**src/rtl/codec_pkg.sv**
```systemverilog
// Shared widths and pipeline stage records for the encode/inject/decode scheduler.
package codec_pkg;

    localparam int DATA_W = 6;
    localparam int CODE_W = 19;

    typedef struct packed {
        logic              v;
        logic              id;
        logic [DATA_W-1:0] b;
        logic [CODE_W-1:0] e;
    } s1_t;

    typedef struct packed {
        logic              v;
        logic              id;
        logic [DATA_W-1:0] b;
        logic [CODE_W-1:0] e;
        logic [CODE_W-1:0] c;
    } s2_t;

    typedef struct packed {
        logic              v;
        logic              id;
        logic [DATA_W-1:0] b;
        logic [CODE_W-1:0] qx;
    } s3_t;

endpackage

```
**src/rtl/codec_pipe_sched_if.sv**
```systemverilog
// Requester, codec-side and response signals of the shared codec pipeline.
interface codec_pipe_sched_if
    import codec_pkg::*;
#(
    parameter int CNT_W = 16
);
    logic              req0_valid;
    logic              req0_ready;
    logic [DATA_W-1:0] req0_b;
    logic [CODE_W-1:0] req0_e;
    logic              req1_valid;
    logic              req1_ready;
    logic [DATA_W-1:0] req1_b;
    logic [CODE_W-1:0] req1_e;
    logic [DATA_W-1:0] enc_b;
    logic [CODE_W-1:0] enc_c;
    logic [CODE_W-1:0] dec_qx;
    logic [DATA_W-1:0] dec_q;
    logic              rsp_valid;
    logic              rsp_ready;
    logic              rsp_id;
    logic [DATA_W-1:0] rsp_q;
    logic [DATA_W-1:0] rsp_b;
    logic              rsp_mismatch;
    logic [CNT_W-1:0]  done_cnt;
    logic [CNT_W-1:0]  mismatch_cnt;

    modport slave (
        input  req0_valid, req0_b, req0_e, req1_valid, req1_b, req1_e,
        input  enc_c, dec_q, rsp_ready,
        output req0_ready, req1_ready, enc_b, dec_qx,
        output rsp_valid, rsp_id, rsp_q, rsp_b, rsp_mismatch, done_cnt, mismatch_cnt
    );

    modport master (
        output req0_valid, req0_b, req0_e, req1_valid, req1_b, req1_e,
        output enc_c, dec_q, rsp_ready,
        input  req0_ready, req1_ready, enc_b, dec_qx,
        input  rsp_valid, rsp_id, rsp_q, rsp_b, rsp_mismatch, done_cnt, mismatch_cnt
    );
endinterface

```
**src/rtl/codec_pipe_sched_rr_arb2.sv**
```systemverilog
// Two-way round-robin arbiter; on a tie the requester other than the last winner is granted.
module rr_arb2 (
    input  logic       clk,
    input  logic       reset,
    input  logic       en,
    input  logic [1:0] req,
    output logic [1:0] gnt
);
    logic last_r;

    // Grant decode; nothing is granted while disabled.
    always_comb begin
        gnt = 2'b00;
        if (en) begin
            if (req == 2'b11) begin
                gnt = last_r ? 2'b01 : 2'b10;
            end else begin
                gnt = req;
            end
        end else begin
            gnt = 2'b00;
        end
    end

    // Remember the winner; reset value 1 lets requester 0 win the first tie.
    always_ff @(posedge clk) begin
        if (reset) begin
            last_r <= 1'b1;
        end else if (|gnt) begin
            last_r <= gnt[1];
        end else begin
            last_r <= last_r;
        end
    end
endmodule

```
**src/rtl/codec_pipe_sched.sv**
```systemverilog
// Round-robin scheduler sharing one encode -> error-inject -> decode pipeline between two requesters.
module codec_pipe_sched
    import codec_pkg::*;
#(
    parameter int CNT_W = 16
) (
    input logic                clk,
    input logic                reset,
    codec_pipe_sched_if.slave  bus
);
    s1_t              s1_r;
    s2_t              s2_r;
    s3_t              s3_r;
    logic [CNT_W-1:0] done_cnt_r;
    logic [CNT_W-1:0] mismatch_cnt_r;
    logic             adv_s;
    logic [1:0]       gnt_s;
    logic             fire_s;
    logic             mism_s;

    // Ready is suppressed during reset so nothing looks accepted while state is being cleared.
    assign adv_s  = (!s3_r.v || bus.rsp_ready) && !reset;
    assign fire_s = s3_r.v && bus.rsp_ready;
    assign mism_s = (bus.dec_q != s3_r.b);

    rr_arb2 u_arb (
        .clk   (clk),
        .reset (reset),
        .en    (adv_s),
        .req   ({bus.req1_valid, bus.req0_valid}),
        .gnt   (gnt_s)
    );

    assign bus.req0_ready   = gnt_s[0];
    assign bus.req1_ready   = gnt_s[1];
    assign bus.enc_b        = s1_r.b;
    assign bus.dec_qx       = s3_r.qx;
    assign bus.rsp_valid    = s3_r.v;
    assign bus.rsp_id       = s3_r.id;
    assign bus.rsp_b        = s3_r.b;
    assign bus.rsp_q        = bus.dec_q;
    assign bus.rsp_mismatch = mism_s;
    assign bus.done_cnt     = done_cnt_r;
    assign bus.mismatch_cnt = mismatch_cnt_r;

    // Pipeline stages shift together on adv; a cycle without a grant injects a cleared bubble.
    always_ff @(posedge clk) begin
        if (reset) begin
            s1_r <= '0;
            s2_r <= '0;
            s3_r <= '0;
        end else if (adv_s) begin
            if (gnt_s[1]) begin
                s1_r <= '{v: 1'b1, id: 1'b1, b: bus.req1_b, e: bus.req1_e};
            end else if (gnt_s[0]) begin
                s1_r <= '{v: 1'b1, id: 1'b0, b: bus.req0_b, e: bus.req0_e};
            end else begin
                s1_r <= '0;
            end
            s2_r <= '{v: s1_r.v, id: s1_r.id, b: s1_r.b, e: s1_r.e, c: bus.enc_c};
            s3_r <= '{v: s2_r.v, id: s2_r.id, b: s2_r.b, qx: s2_r.c ^ s2_r.e};
        end else begin
            s1_r <= s1_r;
            s2_r <= s2_r;
            s3_r <= s3_r;
        end
    end

    // Saturating delivery and mismatch counters.
    always_ff @(posedge clk) begin
        if (reset) begin
            done_cnt_r     <= '0;
            mismatch_cnt_r <= '0;
        end else begin
            if (fire_s && (done_cnt_r != '1)) begin
                done_cnt_r <= done_cnt_r + CNT_W'(1);
            end else begin
                done_cnt_r <= done_cnt_r;
            end
            if (fire_s && mism_s && (mismatch_cnt_r != '1)) begin
                mismatch_cnt_r <= mismatch_cnt_r + CNT_W'(1);
            end else begin
                mismatch_cnt_r <= mismatch_cnt_r;
            end
        end
    end
endmodule

```
**src/flat_wrapper.sv**
```systemverilog
// flat-port wrapper written by rule: the top's interface ports become plain ports
module codec_pipe_sched_flat import codec_pkg::*;
#(
    parameter int CNT_W = 16
)
  (clk, reset, bus_req0_valid, bus_req0_b, bus_req0_e, bus_req1_valid, bus_req1_b, bus_req1_e, bus_enc_c, bus_dec_q, bus_rsp_ready, bus_req0_ready, bus_req1_ready, bus_enc_b, bus_dec_qx, bus_rsp_valid, bus_rsp_id, bus_rsp_q, bus_rsp_b, bus_rsp_mismatch, bus_done_cnt, bus_mismatch_cnt);
  codec_pipe_sched_if #(.CNT_W(CNT_W)) bus_i ();
  input logic clk;
  input logic reset;
  input wire logic [$bits(bus_i.req0_valid)-1:0] bus_req0_valid;
  input wire logic [$bits(bus_i.req0_b)-1:0] bus_req0_b;
  input wire logic [$bits(bus_i.req0_e)-1:0] bus_req0_e;
  input wire logic [$bits(bus_i.req1_valid)-1:0] bus_req1_valid;
  input wire logic [$bits(bus_i.req1_b)-1:0] bus_req1_b;
  input wire logic [$bits(bus_i.req1_e)-1:0] bus_req1_e;
  input wire logic [$bits(bus_i.enc_c)-1:0] bus_enc_c;
  input wire logic [$bits(bus_i.dec_q)-1:0] bus_dec_q;
  input wire logic [$bits(bus_i.rsp_ready)-1:0] bus_rsp_ready;
  output wire logic [$bits(bus_i.req0_ready)-1:0] bus_req0_ready;
  output wire logic [$bits(bus_i.req1_ready)-1:0] bus_req1_ready;
  output wire logic [$bits(bus_i.enc_b)-1:0] bus_enc_b;
  output wire logic [$bits(bus_i.dec_qx)-1:0] bus_dec_qx;
  output wire logic [$bits(bus_i.rsp_valid)-1:0] bus_rsp_valid;
  output wire logic [$bits(bus_i.rsp_id)-1:0] bus_rsp_id;
  output wire logic [$bits(bus_i.rsp_q)-1:0] bus_rsp_q;
  output wire logic [$bits(bus_i.rsp_b)-1:0] bus_rsp_b;
  output wire logic [$bits(bus_i.rsp_mismatch)-1:0] bus_rsp_mismatch;
  output wire logic [$bits(bus_i.done_cnt)-1:0] bus_done_cnt;
  output wire logic [$bits(bus_i.mismatch_cnt)-1:0] bus_mismatch_cnt;
  assign bus_i.req0_valid = bus_req0_valid;
  assign bus_i.req0_b = bus_req0_b;
  assign bus_i.req0_e = bus_req0_e;
  assign bus_i.req1_valid = bus_req1_valid;
  assign bus_i.req1_b = bus_req1_b;
  assign bus_i.req1_e = bus_req1_e;
  assign bus_i.enc_c = bus_enc_c;
  assign bus_i.dec_q = bus_dec_q;
  assign bus_i.rsp_ready = bus_rsp_ready;
  assign bus_req0_ready = bus_i.req0_ready;
  assign bus_req1_ready = bus_i.req1_ready;
  assign bus_enc_b = bus_i.enc_b;
  assign bus_dec_qx = bus_i.dec_qx;
  assign bus_rsp_valid = bus_i.rsp_valid;
  assign bus_rsp_id = bus_i.rsp_id;
  assign bus_rsp_q = bus_i.rsp_q;
  assign bus_rsp_b = bus_i.rsp_b;
  assign bus_rsp_mismatch = bus_i.rsp_mismatch;
  assign bus_done_cnt = bus_i.done_cnt;
  assign bus_mismatch_cnt = bus_i.mismatch_cnt;
  codec_pipe_sched #(.CNT_W(CNT_W)) u_core (.clk(clk), .reset(reset), .bus(bus_i));
endmodule
```
**config.mk**
```make
export PLATFORM = sky130hd
export DESIGN_NAME = codec_pipe_sched_flat
export DESIGN_NICKNAME = d
export VERILOG_FILES = /design/src/rtl/codec_pkg.sv /design/src/rtl/codec_pipe_sched_if.sv /design/src/rtl/codec_pipe_sched_rr_arb2.sv /design/src/rtl/codec_pipe_sched.sv /design/src/flat_wrapper.sv
export SDC_FILE = /design/constraint.sdc
export NUM_CORES = 1
export LEC_CHECK = 0
export ABC_AREA = 1
export CAP_MARGIN = 10
export CORE_AREA = 4 4 119 121
export CTS_CLUSTER_SIZE = 28
export DETAILED_ROUTE_END_ITERATION = 6
export DIE_AREA = 0 0 123 125
export DONT_BUFFER_PORTS = 1
export PLACE_DENSITY = 0.69
export SKIP_CTS_REPAIR_TIMING = 1
export SYNTH_ARGS = -nofsm -noshare
export SYNTH_HDL_FRONTEND = slang
export SYNTH_SLANG_ARGS = --single-unit
```
**constraint.sdc**
```tcl
create_clock -name clk -period 1.56 [get_ports clk]
set_clock_uncertainty 0.15 [all_clocks]
set_input_delay 0.156 -clock clk [delete_from_list [all_inputs] [get_ports clk]]
set_output_delay 0.156 -clock clk [all_outputs]
set_load 0.005 [all_outputs]
```
# Yosys cells after proc, flatten, opt, wreduce, memory -nomap -nowiden
# Cells that the tools add are included.
[word_totals]
regBits = 133
in_bits = 80
[classes]
addsub = 2
eq_ne = 4
mux = 5
bitwise = 1
n_reduce_logical = 9
[op_table]
columns = ["op", "n"]
rows = [
  ["$mux 27", 2],
  ["$add 16x1->16 const B", 2],
  ["$ne 16x16->1 const B", 2],
  ["$xor 19x19->19", 1],
  ["$mux 2", 3],
  ["$ne 6x6->1", 1],
  ["$logic_and 1x1->1", 5],
  ["$eq 2x2->1 const B", 1],
  ["$logic_not 1->1", 2],
  ["$reduce_or 2->1", 1],
  ["$logic_or 1x1->1", 1],
]

# Depth between registers and ports, before layout
[logic_depth]
word_depth = 6
depth_mapped = 11
ltp_nobuf = 10

# Modules after synthesis
# A second synthesis with hierarchy kept.
[unflattened]
cells_unflattened = 787
area_unflattened_um2 = 5788.1
[by_module_without_submodules]
columns = ["module", "n_inst", "cells_per_inst", "area_per_inst_um2"]
rows = [
  ["codec_pipe_sched", 1, 775, 5716.7],
  ["rr_arb2", 1, 12, 71.3],
]

# Worst setup path before layout
# OpenSTA, ideal clock, no wires.
[synth_path]
path_kind = "register to register"
startpoint = "register u_core.done_cnt_r[0], in the netlist u_core.bus.done_cnt[0]"
endpoint = "register u_core.done_cnt_r[11], in the netlist u_core.bus.done_cnt[11]"
setup_ns = 0.138
t_arrival_ns = 1.435
setup_slack_ns = -0.162
path_stages_with_launch = 10
path_buffers = 1
period_less_slack_ns = 1.722
cell_sequence = "dfxtp_1 > ha_1 > nand3_2 > nor3_4 > nand3_2 > nand2_4 > inv_2 > buf_6 > nand2_1 > a21oi_2"
[synth_between]
elab_chain_len = 2
elab_cells_between_ends = 3
classes_between = "add/sub: 1; eq/ne: 1; reduce/logical: 1"
[synth_lines]
columns = ["item", "line_no", "source"]
rows = [
  ["start, declared", "codec_pipe_sched.sv:14", "logic [CNT_W-1:0] done_cnt_r;"],
  ["start signal, assigned", "codec_pipe_sched.sv:76", "done_cnt_r <= done_cnt_r + CNT_W'(1);"],
  ["start signal, assigned", "codec_pipe_sched.sv:78", "done_cnt_r <= done_cnt_r;"],
  ["parallel branches: the longest is 2 deep, another holds $add 16x1->16", "-", ""],
]
# Parallel ways; which one is timed is not known.
# A chain may end at the register's enable or synchronous reset.

# Final worst setup path
[layout_path]
startpoint = "register u_core.s3_r, in the netlist u_core.bus.rsp_valid"
endpoint = "register u_core.s1_r[2] in the netlist's numbering"
[layout_between]
elab_chain_len = 6
[layout_lines]
columns = ["item", "line_no", "source"]
rows = [
  ["start, declared", "codec_pipe_sched.sv:13", "s3_t s3_r;"],
  ["start signal, assigned", "codec_pipe_sched.sv:61", "s3_r <= '{v: s2_r.v, id: s2_r.id, b: s2_r.b, qx: s2_r.c ^ s2_r.e};"],
  ["start signal, assigned", "codec_pipe_sched.sv:65", "s3_r <= s3_r;"],
  ["$logic_not 1->1 (*)", "codec_pipe_sched.sv:22", "assign adv_s = (!s3_r.v || bus.rsp_ready) && !reset;"],
  ["$logic_or 1x1->1 (*)", "codec_pipe_sched.sv:22", ""],
  ["$logic_and 1x1->1 (*)", "codec_pipe_sched.sv:22", ""],
  ["$mux 2", "codec_pipe_sched_rr_arb2.sv:14", "if (en) begin"],
  ["$mux 27", "codec_pipe_sched.sv:55", "end else if (gnt_s[0]) begin"],
  ["$mux 27", "codec_pipe_sched.sv:53", "if (gnt_s[1]) begin"],
  ["end signal, assigned", "codec_pipe_sched.sv:54", "s1_r <= '{v: 1'b1, id: 1'b1, b: bus.req1_b, e: bus.req1_e};"],
  ["end signal, assigned", "codec_pipe_sched.sv:56", "s1_r <= '{v: 1'b1, id: 1'b0, b: bus.req0_b, e: bus.req0_e};"],
  ["end signal, assigned", "codec_pipe_sched.sv:63", "s1_r <= s1_r;"],
  ["end, declared", "codec_pipe_sched.sv:11", "s1_t s1_r;"],
]
# Every way passes the cells marked *; elsewhere a longest branch is shown, timed or not.

==> run_results.csv <==
group,metric,value,unit
synth,ys_dominant_reg_cell,"dfxtp_1",
clock_network,clk_pin_slew,0.06,ns
global_routing,grt_usage,18.33,%
power_and_ir_drop,comb_power_share,8.9,%
synth,synth_area_leaders,"dfxtp_1 (46%), nand2_1 (15%), inv_1 (6.3%), xnor2_1 (4.1%), o21ai_0 (4.0%)",
floorplanning,fp.dieArea,0.01538,mm²
layout,mostFrequentLayoutCell,"nand2_1",
placement,hpwl,9882,µm
synth,synth_top_area_share,45.84,%
critical_path,required,1.77,ns
floorplanning,ios,154,
synth,yosysTopAreaCell,"dfxtp_1",
routing,vias,5573,
synth,seq_area_frac_synth,45.84,%
global_routing,grt_pass1_vias,4763,
power_and_ir_drop,ir_worst_vdd,0.0006938,V
layout,drive_gt1_share,28.25,%
timing,hold_viol,0,
routing,drtAntennaViolNets,0,
floorplanning,initial_core_util,44.39,%
timing,setup_slack,-0.1463,ns
floorplanning,die_w,123,µm
placement,place.gp.congestion,0.8464,
routing,drcViolationCount,0,
synth,synthArstFlopShare,0,%
status,status,"complete, but fails checks",
power_and_ir_drop,swShare,24.58,%
timing,rsz0062_at_grt,"true",
synth,avgSynthCellArea,7.652,µm²
layout,multi_input_area,0.002898,mm²
synth,ys_types,38,
timing,fin_crit_sh,109.4,%
status,violations,"negative setup slack",
clock_network,numCtsBuffers,17,
global_routing,grt_pass1_wl,22700,µm
synth,yosysWarnings,0,
floorplanning,rows,42,
synth,syn_nets,841,
power_and_ir_drop,p_int,6.263,mW
clock_network,cts_tree,"yes",
synth,syn-cell-area,0.005808,mm²
timing,post-route-min-period,1.706,ns
layout,syn_to_final_growth,45.76,%
placement,port_buffers,0,
power_and_ir_drop,power_density,980.8,mW/mm²
critical_path,crit_arrival,1.92,ns
synth,synth_seq_cells,133,
layout,antenna_cells,0,
critical_path,endpoint_kind,"flop",
layout,regArea,0.002699,mm²
layout,fill_cells,1056,
global_routing,grt_max_degree,37,
power_and_ir_drop,power_leakage,3.441,nW
global_routing,overflow,0,
routing,wl_per_cell,16.10,µm
critical_path,setup.worst_path.start_class,"flop",
min_path,hold_path.class,"in -> reg",
layout,fin_nets,993,
power_and_ir_drop,pwr-share-seq,43.7,%
layout,final_cell_mix,"nand2_1 (195), dfxtp_1 (114), inv_1 (89), buf_4 (80), dlygate4sd3_1 (72)",
timing,maxSlewViolCount,0,
routing,dr.pass1.iters,5,
routing,vias_per_cell,5.066,
global_routing,antenna_found_initial,0,
timing,setup_viol,27,
timing,tightestPinTransition,0.4868,ns
routing,finalWirelength,17710,µm
clock_network,htreeDepth,4,
power_and_ir_drop,power.share.clock,47.4,%
synth,synth_edf_count,0,
critical_path,critPathMaxFanout,7,
layout,fin_area,0.008466,mm²
timing,relSlewSlack,67.51,%
routing,first_iter_violations,394,
layout,final_cells,1100,
placement,dpl_cell_area,0.006466,mm²
timing,clock.fmax,586.1,MHz
placement,place_inst,970,
synth,syn_inst,759,
critical_path,crit_type,"reg -> reg",
power_and_ir_drop,p_switching,2.041,mW
run,drv_cap,0,
clock_network,clock_sinks,133,
clock_network,clock_path_buffers,2,
clock_network,cts-root-buf,"clkbuf_16",
clock_network,clk_latency,0.42,ns
floorplanning,coreArea,0.01309,mm²
floorplanning,die_h,125,µm
## worst max-delay path, cell delays in order (launching register included)
cell	delay (ns)
dfxtp_2	0.32
inv_2	0.06
nor2_4	0.04
nor2_4	0.18
inv_4	0.09
nor2_2	0.41
nand2_1	0.12
o211ai_1	0.12
nand2_1	0.08
inv_1	0.07
## worst paths after layout
check / depth (start not counted) / slack, ns / to / start
max: 9 / -0.15 / u_core.s1_r[2] / u_core.bus.rsp_valid
min: 6 / 0.01 / u_core.bus.rsp_valid / bus_rsp_ready
max reg2reg: 9 / -0.15 / u_core.s1_r[2] / u_core.bus.rsp_valid
min reg2reg: 2 / 0.30 / u_core.bus.rsp_valid / u_core.s2_r[45]
## metrics by stage
| step | power [mW] | util (%) | worst slack, ns | setup TNS (ns) | hold slack [ns] |
|---|---|---|---|---|---|
| 6_report | 8.303 | 64.70 | -0.1463 | -1.575 | 0.009701 |
| 5_1_grt | 8.610 | 64.70 | -0.2437 | -5.008 | 0.03145 |
| 4_1_cts | 8.060 | 53.83 | -0.5166 | -6.182 | -0.3719 |
| 3_5_place_dp | 4.146 | 49.42 | -0.1109 | -3.874 | 0.07046 |
| 3_3_place_gp | 4.131 | 49.42 | -0.08397 | -2.144 | 0.07143 |
| 2_1_floorplan | 4.046 | - | -0.1233 | -1.270 | 0.1451 |
## synth_stat cells, types with 3 or more instances
library cell,instances
a22o_1,19
o21ai_0,46
nor2_2,4
nand3_1,18
nand3_2,3
xnor2_1,27
buf_4,15
dfxtp_1,133
o211ai_1,26
nand2_1,225
nand4_1,13
clkbuf_1,19
buf_2,7
a21oi_1,15
o22ai_1,13
nor2_1,37
buf_6,3
a21oi_2,10
inv_1,97
xor2_1,5
## sequential cells by signal, indices dropped and copies added (netlist names)
register                 flops
u_core.s2_r                 46
u_core.bus.done_cnt         16
u_core.bus.rsp_valid         1
u_core.u_arb.last_r          1
u_core.bus.enc_b             6
u_core.bus.rsp_id            1
u_core.bus.dec_qx           19
u_core.bus.rsp_b             6
u_core.bus.mismatch_cnt     16
u_core.s1_r                 21
## area by class of cell
| cell class | count | share of cell area (%) |
|---|---|---|
| timing repair buffer | 174 | 19.39 |
| sequential | 133 | 31.88 |
| tap | 176 | 2.601 |
| timing repair inverter | 2 | 0.2069 |
| clock inverter | 14 | 1.759 |
| inverter | 100 | 4.863 |
| clock buffer | 18 | 5.069 |
| multi-input combinational | 483 | 34.23 |
## routing by layer
| layer | routed length (µm) | vias up | track usage, % |
|---|---|---|---|
| met5 | 0 | - | 0 |
| met4 | 415 | 0 | 6.124 |
| met3 | 1377 | 37 | 7.001 |
| met2 | 8883 | 204 | 30.07 |
| met1 | 7037 | 2592 | 21.99 |
| li1 | - | 2740 | - |
## kinds of logic (layout without fill, tap and decap cells)
kind of cell | count (synthesis) | after routing | share of synthesized area (%)
flops | 133 | 133 | 45.84
fa+ha+maj | 2 | 2 | 0.4308
buf+inv | 146 | 308 | 10.99
simple gates | 313 | 316 | 23.03
compound gates | 133 | 133 | 14.89
xor+xnor | 32 | 32 | 4.826
## power groups by stage
stage | sequential [mW] | combinational [mW] | clock [mW]
2_1_floorplan | 3.68 | 0.370 | 0
3_3_place_gp | 3.70 | 0.433 | 0
3_5_place_dp | 3.70 | 0.444 | 0
4_1_cts | 3.63 | 0.448 | 3.98
5_1_grt | 3.64 | 0.806 | 4.16
6_report | 3.63 | 0.742 | 3.94
Note: power is estimated with default switching activity, not from simulation.
